[src/rtl/serial_rx_pkg.sv]
// Shared types and line-level constants for the serial receiver.
package serial_rx_pkg;

  typedef enum logic [2:0] {
    IDLE,
    DATA,
    PARITY,
    STOP,
    BREAK
  } state_t;

  // An idle line sits high; a start bit or a break pulls it low.
  localparam logic LINE_IDLE  = 1'b1;
  localparam logic LINE_BREAK = 1'b0;

endpackage

[src/rtl/serial_rx_obuf.sv]
// Output holding register: keeps a received word until the consumer takes
// it, and flags a good word that arrives while the held one is still unread.
module serial_rx_obuf #(
  parameter int DATA_W = 8
) (
  input  logic              clk,
  input  logic              rst,
  input  logic              i_load,
  input  logic [DATA_W-1:0] i_data,
  input  logic              i_ready,
  output logic [DATA_W-1:0] o_data,
  output logic              o_valid,
  output logic              o_ovr
);

  logic [DATA_W-1:0] r_data;
  logic              r_valid;
  logic              r_ovr;

  // Load a new word when the slot is free or is being emptied this cycle;
  // otherwise keep the old word and pulse overrun for one cycle.
  always_ff @(posedge clk) begin
    if (rst) begin
      r_data  <= '0;
      r_valid <= 1'b0;
      r_ovr   <= 1'b0;
    end else begin
      r_ovr <= 1'b0;
      if (i_load) begin
        if (!r_valid || i_ready) begin
          r_data  <= i_data;
          r_valid <= 1'b1;
        end else begin
          r_ovr <= 1'b1;
        end
      end else if (r_valid && i_ready) begin
        r_valid <= 1'b0;
      end
    end
  end

  assign o_data  = r_data;
  assign o_valid = r_valid;
  assign o_ovr   = r_ovr;

endmodule

[src/rtl/serial_rx.sv]
// Serial frame receiver: one bit per clock, start bit, LSB-first data,
// optional even parity, stop bit. Bad frames are dropped with an error pulse.
module serial_rx
  import serial_rx_pkg::*;
#(
  parameter int DATA_W    = 8,
  parameter int PARITY_EN = 1
) (
  input  logic              clk,
  input  logic              rst,
  input  logic              sin,
  input  logic              dready,
  output logic [DATA_W-1:0] dout,
  output logic              dvalid,
  output logic              perr,
  output logic              ferr,
  output logic              ovr
);

  localparam int               CNT_W    = $clog2(DATA_W);
  localparam logic [CNT_W-1:0] LAST_BIT = CNT_W'(DATA_W - 1);

  logic              r_sinQ;
  state_t            r_state;
  logic [CNT_W-1:0]  r_cnt;
  logic [DATA_W-1:0] r_shift;
  logic              r_mismatch;
  logic              r_perr;
  logic              r_ferr;
  logic              w_deliver;

  // Register the line once; the state machine only ever looks at this copy.
  always_ff @(posedge clk) begin
    if (rst) begin
      r_sinQ <= LINE_IDLE;
    end else begin
      r_sinQ <= sin;
    end
  end

  // A good frame is handed to the output buffer on the clean stop bit.
  assign w_deliver = (r_state == STOP) && (r_sinQ == LINE_IDLE) && !r_mismatch;

  // Frame state machine with registered parity/framing error pulses.
  always_ff @(posedge clk) begin
    if (rst) begin
      r_state    <= IDLE;
      r_cnt      <= '0;
      r_mismatch <= 1'b0;
      r_perr     <= 1'b0;
      r_ferr     <= 1'b0;
    end else begin
      r_perr <= 1'b0;
      r_ferr <= 1'b0;
      case (r_state)
        IDLE: begin
          if (r_sinQ == LINE_BREAK) begin
            r_state    <= DATA;
            r_cnt      <= '0;
            r_mismatch <= 1'b0;
          end
        end
        DATA: begin
          r_shift[r_cnt] <= r_sinQ;
          if (r_cnt == LAST_BIT) begin
            if (PARITY_EN != 0) begin
              r_state <= PARITY;
            end else begin
              r_state <= STOP;
            end
          end else begin
            r_cnt <= r_cnt + 1'b1;
          end
        end
        PARITY: begin
          r_mismatch <= (^r_shift) ^ r_sinQ;
          r_state    <= STOP;
        end
        STOP: begin
          if (r_sinQ == LINE_IDLE) begin
            r_perr  <= r_mismatch;
            r_state <= IDLE;
          end else begin
            r_ferr  <= 1'b1;
            r_state <= BREAK;
          end
        end
        BREAK: begin
          if (r_sinQ == LINE_IDLE) begin
            r_state <= IDLE;
          end
        end
        default: begin
          r_state <= IDLE;
        end
      endcase
    end
  end

  assign perr = r_perr;
  assign ferr = r_ferr;

  serial_rx_obuf #(
    .DATA_W(DATA_W)
  ) u_obuf (
    .clk    (clk),
    .rst    (rst),
    .i_load (w_deliver),
    .i_data (r_shift),
    .i_ready(dready),
    .o_data (dout),
    .o_valid(dvalid),
    .o_ovr  (ovr)
  );

endmodule

[config.mk]
export PLATFORM = sky130hd
export DESIGN_NAME = serial_rx
export DESIGN_NICKNAME = d
export VERILOG_FILES = /design/src/rtl/serial_rx_pkg.sv /design/src/rtl/serial_rx_obuf.sv /design/src/rtl/serial_rx.sv
export SDC_FILE = /design/constraint.sdc
export NUM_CORES = 1
export LEC_CHECK = 0
export BUFFER_PORTS_ARGS = -buffer_cell sky130_fd_sc_hd__clkbuf_2
export CAP_MARGIN = 20
export CORE_UTILIZATION = 30
export DETAILED_ROUTE_END_ITERATION = 7
export HOLD_SLACK_MARGIN = 0.1
export SYNTH_ARGS = -nofsm -noshare
export SYNTH_HDL_FRONTEND = slang
export SYNTH_SLANG_ARGS = --single-unit
[constraint.sdc]
create_clock -name clk -period 1.6 [get_ports clk]
set_clock_uncertainty 0.05 [all_clocks]
set_input_delay 0.24 -clock clk [delete_from_list [all_inputs] [get_ports clk]]
set_output_delay 0.24 -clock clk [all_outputs]
set_load 0.02 [all_outputs]
==> reports/metrics.yaml, run 1 <==
status: "finished clean"
io_buffers: 15
finalCriticalPeriod_ps: 1560
regArea_um2: 642
first_global_vias: 820
synth_top_family_by_area: "simple AND/OR/NAND/NOR gates"
tightest_slew_ps: 301
route.met3.wl_um: 41
cp.arrival_ps: 1710
rsz0062_at_grt: "true"
path_buf_inv: 0
drt_first_pass_iters: 4
ys_types: 29
route.met2.wl_mm: 1.01
grt_max_degree: 16
power.density_nw_per_um2: 868
grt_antenna_before_repair: 0
dieArea_um2: 4220
path_max_fanout: 2
hp-class: "input pin to register"
crit_chain: "xnor2_1 -> xnor3_1 -> xnor2_2 -> o32ai_2"
dr_total_vias: 849
critPathLaunchType: "register"
routabilityCongestion: 0.802
synthMostInstantiatedCell: "dfxtp_1"
htree_levels: 1
synth_ff_type: "dfxtp_1"
slowest_stage: "xnor3_1"
grt_usage_pct: 11.7
fin_nets: 138
crit_family: "XOR/XNOR gates"
synth_xor_area_share_pct: 6.32
design_area_um2: 1440
multi_input_area_um2: 542
slew_headroom_pct: 79.9
drt_iter0_drc: 27
drive_gt1_share_pct: 27.5
synth_fa_ha_area_share_pct: 2.11
yosysTopAreaCell: "dfxtp_1"
avgRoutedWirePerCell_um: 12.3
synth_commonest_cells: "dfxtp_1, nor2_1, mux2i_1"
final_util_pct: 38.6
synth-simple-area-share_pct: 22.7
grt_pass1_wl_mm: 3.69
power.leakage_nw: 0.566
cap_viol_max_count: 0
postSynth.asyncResetShare_pct: 0
ir_worst_vdd_mv: 0.308
post-route-period-util_pct: 97.5
synth-edff-count: 8
worstPathRequired_ps: 1750
route.detailed.drc: 0
start_util_pct: 31.8
ys_top_cells_by_area: "dfxtp_1, edfxtp_1, mux2i_1"
cts_num_sinks: 28
viasPerCell: 4.74
synth_cells: 108
drt_wl_total_mm: 2.21
synth-seq-cells: 28
synth-seq-area-share_pct: 53.9
met1Wirelength_mm: 1.09
setup_violations: 0
synth_area_per_cell_um2: 11.0
crit_type: "register to register"
postSynthNetCount: 114
fill_cells: 407
max_stage_delay_ps: 460
critPathCaptureType: "register"
yosysWarnings: 0
area_growth_pct: 21.5
core_um2: 3740
die_x_um: 64.9
cts_buffers: 3
dp_hpwl_mm: 1.62
synth_top_area_share_pct: 33.7
cts_tree: "done"
num_io_pins: 16
slew_viol_final: 0
hold_violations: 0
clockBufferDepth: 2
insertedDiodeCount: 0
clk_pin_slew_worst_paths_ps: 100
netlist_area_um2: 1190
cts_root_buffer: "clkbuf_8"
clk_latency_ps: 280
synth_mux_area_share_pct: 9.26
grt_overflow: 0
synth-compound-area-share_pct: 3.58
die_y_um: 64.9
fmax_ghz: 0.641
drtAntennaViolNets: 0
rows: 22
placed_area_um2: 1340
topRoutingLayerUsed: "met4"
-- layout make-up --
class | instances | area share (%)
Multi-Input combinational cell | 75 | 37.5
Clock buffer | 4 | 3.81
Sequential cell | 28 | 44.5
Tap cell | 48 | 4.16
Timing Repair Buffer | 24 | 10.1
-- cells in the final DEF, fill, tap and decap left out, drive strengths merged --
cell type | Yosys | final
a21oi | 4 | 4
and2 | 1 | 1
and3 | 1 | 1
and4b | 2 | 2
buf | 3 | 8
clkbuf | 2 | 19
dfxtp | 20 | 20
dlygate4sd3 | 0 | 1
edfxtp | 8 | 8
ha | 2 | 2
mux2i | 11 | 11
nand2 | 5 | 5
nand2b | 4 | 4
nand3 | 1 | 1
nand4 | 3 | 3
nand4b | 1 | 1
nor2 | 15 | 15
nor2b | 3 | 3
nor3 | 7 | 7
nor3b | 3 | 3
nor4 | 1 | 1
o22ai | 1 | 1
o32ai | 1 | 1
or2 | 2 | 2
xnor2 | 4 | 4
xnor3 | 1 | 1
xor2 | 2 | 2
-- report_power, final --
group	total, mW	leakage (nW)	internal, mW	switching [mW]
sequential	0.740	0.233	0.733	0.00646
combinational	0.0715	0.304	0.0330	0.0385
clock	0.442	0.0288	0.221	0.221
total	1.25	0.566	0.987	0.266
-- worst reg2reg max path: stages, from the launching register on --
cell,delay [ps]
edfxtp_1,420
xnor2_1,190
xnor3_1,460
xnor2_2,160
o32ai_2,200
-- kinds of logic after synthesis --
kind of cell             Yosys count
AO/OA/AOI/OAI                      6
flip-flops                        28
adder cells (fa/ha/maj)            2
XOR/XNOR                           7
buffers and inverters              5
AND/OR/NAND/NOR                   49
multiplexers                      11
-- layer usage --
| metal | GRT usage (%) | vias to the layer above |
|---|---|---|
| met4 | 7.50 | 0 |
| li1 | - | 426 |
| met5 | 0 | - |
| met1 | 14.2 | 403 |
| met3 | 2.11 | 5 |
| met2 | 18.9 | 15 |
-- sequential cells by signal, indices dropped and copies added (netlist names) --
| register | count |
|---|---|
| r_cnt | 3 |
| r_mismatch | 1 |
| ferr | 1 |
| u_obuf.o_data | 8 |
| u_obuf.o_ovr | 1 |
| perr | 1 |
| r_sinQ | 1 |
| r_state | 3 |
| r_shift | 8 |
| u_obuf.o_valid | 1 |
-- metrics by stage --
step	TNS [ps]	power (mW)	worst slack, ps	hold slack (ps)	instances
floorplan	0	0.798	171	294	108
global placement	0	0.819	90.2	374	172
detailed placement	0	0.821	43.7	375	172
CTS	0	1.26	27.6	202	177
global route	-25.9	1.30	-17.0	222	179
finish	0	1.25	40.6	196	179
-- what timing repair did --
item	CTS	global route
buffers inserted	0	2
hold buffers	1	0
endpoints found under the setup margin	0	10
hold endpoints to repair	1	0
resized for setup	0	4
-- worst paths after layout --
check,start,endpoint,slack (ps),cells after the start
min reg2reg,u_obuf.o_data[6],u_obuf.o_data[6],450,2
max,r_shift[5],r_mismatch,40,4
min,rst,r_cnt[2],200,2
max reg2reg,r_shift[5],r_mismatch,40,4
(Power assumes the default switching activity.)
==> inputs of run 2 (changes only) <==
Settings changed: SYNTH_HIERARCHICAL from default to 1.
==> reports/metrics.yaml, run 2 <==
tightest_slew_ps: 475  # +174 ps
first_global_vias: 875  # +6.7%
routabilityCongestion: 0.719  # -10%
grt_usage_pct: 10.8  # -0.88 points
cp.arrival_ps: 1640  # -70 ps
crit_chain: "nand4b_1 -> nor2_1 -> a21boi_2 -> buf_12 -> mux2i_1"
power.leakage_nw: 0.594  # +4.9%
post-place-ws_ps: 46.1  # +2.42 ps
ir_worst_vdd_mv: 0.626  # +100%
critPathLaunchType: "register"
busiest_layer: "met2"
dieArea_um2: 4510  # +7.0%
crit_type: "register to register"
slew_headroom_pct: 68.3  # -12 points
die_x_um: 67.2  # +3.5%
cts_num_sinks: 28  # unchanged
avgRoutedWirePerCell_um: 11.0  # -10%
yosysWarnings: 6  # +6
netlist_area_um2: 1270  # +7.3%
hold_violations: 0  # unchanged
slowest_stage: "dfxtp_1"
worstHoldPathCells: 2  # unchanged
cts_tree: "done"
io_buffers: 15  # unchanged
post-route-period-util_pct: 92.3  # -5.2 points
fmax_ghz: 0.677  # +5.6%
status: "finished clean"
worstPathRequired_ps: 1760  # about the same
ys_top_cells_by_area: "dfxtp_1, edfxtp_1, nand2b_1"
path_depth: 5  # +1
crit_family: "simple AND/OR/NAND/NOR gates"
synth_ff_type: "dfxtp_1"
dp_hpwl_mm: 1.57  # -2.9%
fin_nets: 152  # +10%
critPathCaptureType: "register"
final_cell_mix: "nand2b_1, dfxtp_1, clkbuf_2"
grt_max_degree: 21  # +5
clockBufferDepth: 2  # unchanged
setup_tns_ps: 0  # unchanged
synth-seq-area-share_pct: 50.2  # -3.6 points
insertedDiodeCount: 0  # unchanged
clk_latency_ps: 270  # about the same
slew_viol_final: 0  # unchanged
start_util_pct: 31.6  # -0.11 points
cts_buffers: 3  # unchanged
setup_violations: 0  # unchanged
worstRegToRegCells: 5  # +1
clk_pin_slew_worst_paths_ps: 100  # about the same
postSynthNetCount: 128  # +12%
finalCriticalPeriod_ps: 1480  # -82.9 ps
placed_area_um2: 1450  # +7.9%
synth_commonest_cells: "dfxtp_1, nand2b_1, nor2_1"
cts_root_buffer: "clkbuf_8"
grt_antenna_before_repair: 0  # unchanged
viasPerCell: 4.70  # -0.96%
grt_pass1_wl_mm: 3.70  # +0.19%
core_um2: 4030  # +7.6%
grt_overflow: 0  # unchanged
rows: 23  # +4.5%
power.density_nw_per_um2: 883  # +1.8%
hp-class: "input pin to register"
htree_levels: 1  # unchanged
synth-edff-count: 8  # unchanged
synth-seq-cells: 28  # unchanged
gr-usage-met1_pct: 12.4  # -1.8 points
die_y_um: 67.2  # +3.5%
path_buf_inv: 1  # +1
drt_wl_total_mm: 2.15  # -2.4%
drtAntennaViolNets: 0  # unchanged
synth_area_per_cell_um2: 10.5  # -5.0%
use_met3_pct: 4.05  # +1.9 points
path_max_fanout: 8  # +6
rsz0062_at_grt: "false"
yosysTopAreaCell: "dfxtp_1"
postSynth.asyncResetShare_pct: 0  # unchanged
drt_iter0_drc: 25  # -7.4%
ys_types: 29  # unchanged
drt_first_pass_iters: 4  # unchanged
cap_viol_max_count: 0  # unchanged
synthMostInstantiatedCell: "dfxtp_1"
dr_total_vias: 916  # +7.9%
max_stage_delay_ps: 390  # -70 ps
route.detailed.drc: 0  # unchanged
use_met2_pct: 19.0  # +0.12 points
synth_cells: 122  # +13%
drive_gt1_share_pct: 25.5  # -2.0 points
area_growth_pct: 21.8
synth_top_area_share_pct: 31.4  # -2.3 points
num_io_pins: 16  # unchanged
design_area_um2: 1550  # +7.5%
fin_ws_ps: 123  # +82.9 ps
[run 2: through the flow]
| stage | total power, mW | hold WS [ps] | std cells | utilization (%) |
|---|---|---|---|---|
| after floorplan | 0.803 | 260 | 122 | - |
| after global placement | 0.824 | 381 | 189 | 36.0 |
| after global routing | 1.43 | 306 | 195 | 38.5 |
| final | 1.37 | 282 | 195 | 38.5 |
| after CTS | 1.39 | 276 | 195 | 38.3 |
| after detailed placement | 0.827 | 381 | 189 | 36.0 |
[run 2: cells by family (layout without fill, tap and decap cells)]
group                      count (synthesis)  count (layout)  share of synthesized area, %
xor gates and xnor gates                   7               7                          5.89
buffers and inverters                      7              30                          3.04
and+or+nand+nor                           59              59                          26.5
AOI/OAI and AO/OA                          8               8                          3.73
muxes                                     11              11                          8.64
adders and majority gates                  2               2                          1.96
DFF                                       28              28                          50.2
[run 2: layer usage]
layer  routed length (um)  part of all wire (%)
met4                    8                  0.37
met3                  112                   5.2
met5                    0                     0
met1                  984                    46
met2                 1050                    49
[run 2: cell type report]
class	count	area (um^2)
Timing Repair Buffer	25	168
Tap cell	50	62.6
Sequential cell	28	643
Clock buffer	3	41.3
Multi-Input combinational cell	87	604
Inverter	1	3.75
Fill cell	413	2480
Clock inverter	1	30.0
[run 2: path summary, 6_finish.rpt]
path               startpoint               end  slack [ps]
min                       rst          r_cnt[1]         280
max reg2reg        r_state[2]  u_obuf/o_data[6]         120
min reg2reg  u_obuf/o_data[7]  u_obuf/o_data[7]         430
max                r_state[2]  u_obuf/o_data[6]         120
[run 2: where the power goes]
| part | switching (mW) | internal, mW |
|---|---|---|
| Clock | 0.221 | 0.335 |
| Sequential | 0.00430 | 0.733 |
| Combinational | 0.0415 | 0.0365 |
[run 2: repair_timing]
item | CTS | global route
buffers inserted | 0 | 0
resized for setup | 0 | 5
endpoints found under the setup margin | 0 | 11
hold endpoints to repair | 2 | 0
hold buffers | 2 | 0
==> inputs of run 3 (changes only) <==
Settings changed: CORE_ASPECT_RATIO from default to 1.25.
==> reports/metrics.yaml, run 3 (synthesis gave the netlist of run 2 again) <==
viasPerCell: 4.54  # -3.3%
setup_violations: 0  # unchanged
rows: 26  # +13%
placed_area_um2: 1460  # +0.52%
fin_nets: 152  # unchanged
tightest_slew_ps: 442  # -32.7 ps
finalCriticalPeriod_ps: 1530  # +48.8 ps
post-route-period-util_pct: 95.3  # +3.0 points
power.density_nw_per_um2: 884  # about the same
drive_gt1_share_pct: 25.5  # unchanged
first_global_vias: 828  # -5.4%
cp.arrival_ps: 1690  # +50 ps
insertedDiodeCount: 0  # unchanged
clk_latency_ps: 270  # about the same
fmax_ghz: 0.656  # -3.2%
io_buffers: 15  # unchanged
cts_buffers: 3  # unchanged
hold_violations: 0  # unchanged
cts_root_buffer: "clkbuf_8"
avgRoutedWirePerCell_um: 10.8  # -2.0%
crit_type: "register to register"
cts_num_sinks: 28  # unchanged
finalPower_mw: 1.37  # +0.20%
hp-class: "input pin to register"
cap_viol_max_count: 0  # unchanged
reg2reg_from: "r_cnt[0]"
use_met2_pct: 19.0  # +0.048 points
path_max_fanout: 5  # -3
critPathCaptureType: "register"
num_io_pins: 16  # unchanged
clockBufferDepth: 2  # unchanged
route.detailed.drc: 0  # unchanged
worstRegToRegCells: 6  # +1
use_met3_pct: 2.23  # -1.8 points
htree_levels: 1  # unchanged
dr_total_vias: 913  # -0.33%
dieArea_um2: 4520  # about the same
clk_pin_slew_worst_paths_ps: 100  # about the same
gr-usage-met1_pct: 11.2  # -1.2 points
core_um2: 4070  # +0.93%
grt_max_degree: 20  # -4.8%
ir_worst_vdd_mv: 0.319  # -49%
worstPathRequired_ps: 1760  # about the same
dp_hpwl_mm: 1.63  # +3.6%
busiest_layer: "met2"
drt_wl_total_mm: 2.17  # +1.0%
cts_tree: "done"
holdPathEnd: "u_obuf/o_ovr"
worstHoldPathCells: 2  # unchanged
reg2reg_to: "r_cnt[2]"
routabilityCongestion: 0.798  # +11%
critPathLaunchType: "register"
power.leakage_nw: 0.597  # +0.61%
design_area_um2: 1560  # +0.16%
drt_first_pass_iters: 4  # unchanged
status: "finished clean"
drtAntennaViolNets: 0  # unchanged
setup_tns_ps: 0  # unchanged
slew_headroom_pct: 70.5  # +2.2 points
drt_iter0_drc: 24  # -4.0%
worstHoldStart: "dready"
grt_pass1_wl_mm: 3.56  # -3.7%
r2r_slack_ps: 70  # -50 ps
final_cell_mix: "nand2b_1, dfxtp_1, clkbuf_2"
area_growth_pct: 22.0
slew_viol_final: 0  # unchanged
grt_antenna_before_repair: 0  # unchanged
start_util_pct: 31.4  # -0.29 points
grt_overflow: 0  # unchanged
grt_usage_pct: 10.6  # -0.21 points
die_x_um: 60.3  # -10%
die_y_um: 74.9  # +11%
[run 3: changes by cell type in the layout (fill, tap and decap cells not counted)]
cell           delta
ha_2              -1
dlygate4sd3_1     -1
buf_4             +1
ha_1              +1
[run 3: worst max path at each step]
stage	start	endpoint	depth (start not counted)
floorplan	r_state[0]	u_obuf/o_data[0]	6
global placement	r_cnt[0]	r_cnt[0]	6
detailed placement	r_cnt[0]	r_cnt[0]	6
CTS	r_cnt[0]	r_cnt[0]	6
global route	r_cnt[0]	r_cnt[2]	6
finish	r_cnt[0]	r_cnt[2]	6
[run 3: critical path, cell delays in order (launching register included)]
cell and delay [ps]:
dfxtp_1 370, ha_1 220, ha_1 220, mux2i_2 230, buf_4 150, nand4_1 90, a21oi_1 140
[run 3: layout make-up]
| type | instances | area, um^2 |
|---|---|---|
| clock inverter | 1 | 30.0 |
| sequential | 28 | 643 |
| multi-input combinational | 87 | 602 |
| clock buffer | 3 | 41.3 |
| tap | 56 | 70.1 |
| inverter | 1 | 3.75 |
| timing repair buffer | 25 | 165 |
| fill | 412 | 2510 |
[run 3: metrics by stage]
stage	hold slack, ps	worst slack [ps]	cells	utilization, %
3_3_place_gp	378	102	195	35.8
5_1_grt	122	-15.4	201	38.2
6_report	111	74.7	201	38.2
3_5_place_dp	380	55.6	195	35.8
2_1_floorplan	260	164	122	-
4_1_cts	114	40.7	200	37.8
[run 3: routing by layer]
layer	vias to the layer above	part of all wire (%)
li1	470	-
met1	422	41
met2	17	53
met3	4	3.1
met4	0	2.2
met5	-	0
[run 3: where the power goes]
group,leakage [nW],internal [mW],switching (mW)
sequential,0.233,0.733,0.00699
combinational,0.329,0.0397,0.0402
clock,0.0357,0.335,0.219
[run 3: what timing repair did]
item	CTS	global route
hold buffers	1	0
endpoints found under the hold margin	1	0
resized for setup	0	4
setup endpoints to repair	0	11
setup buffers	0	1
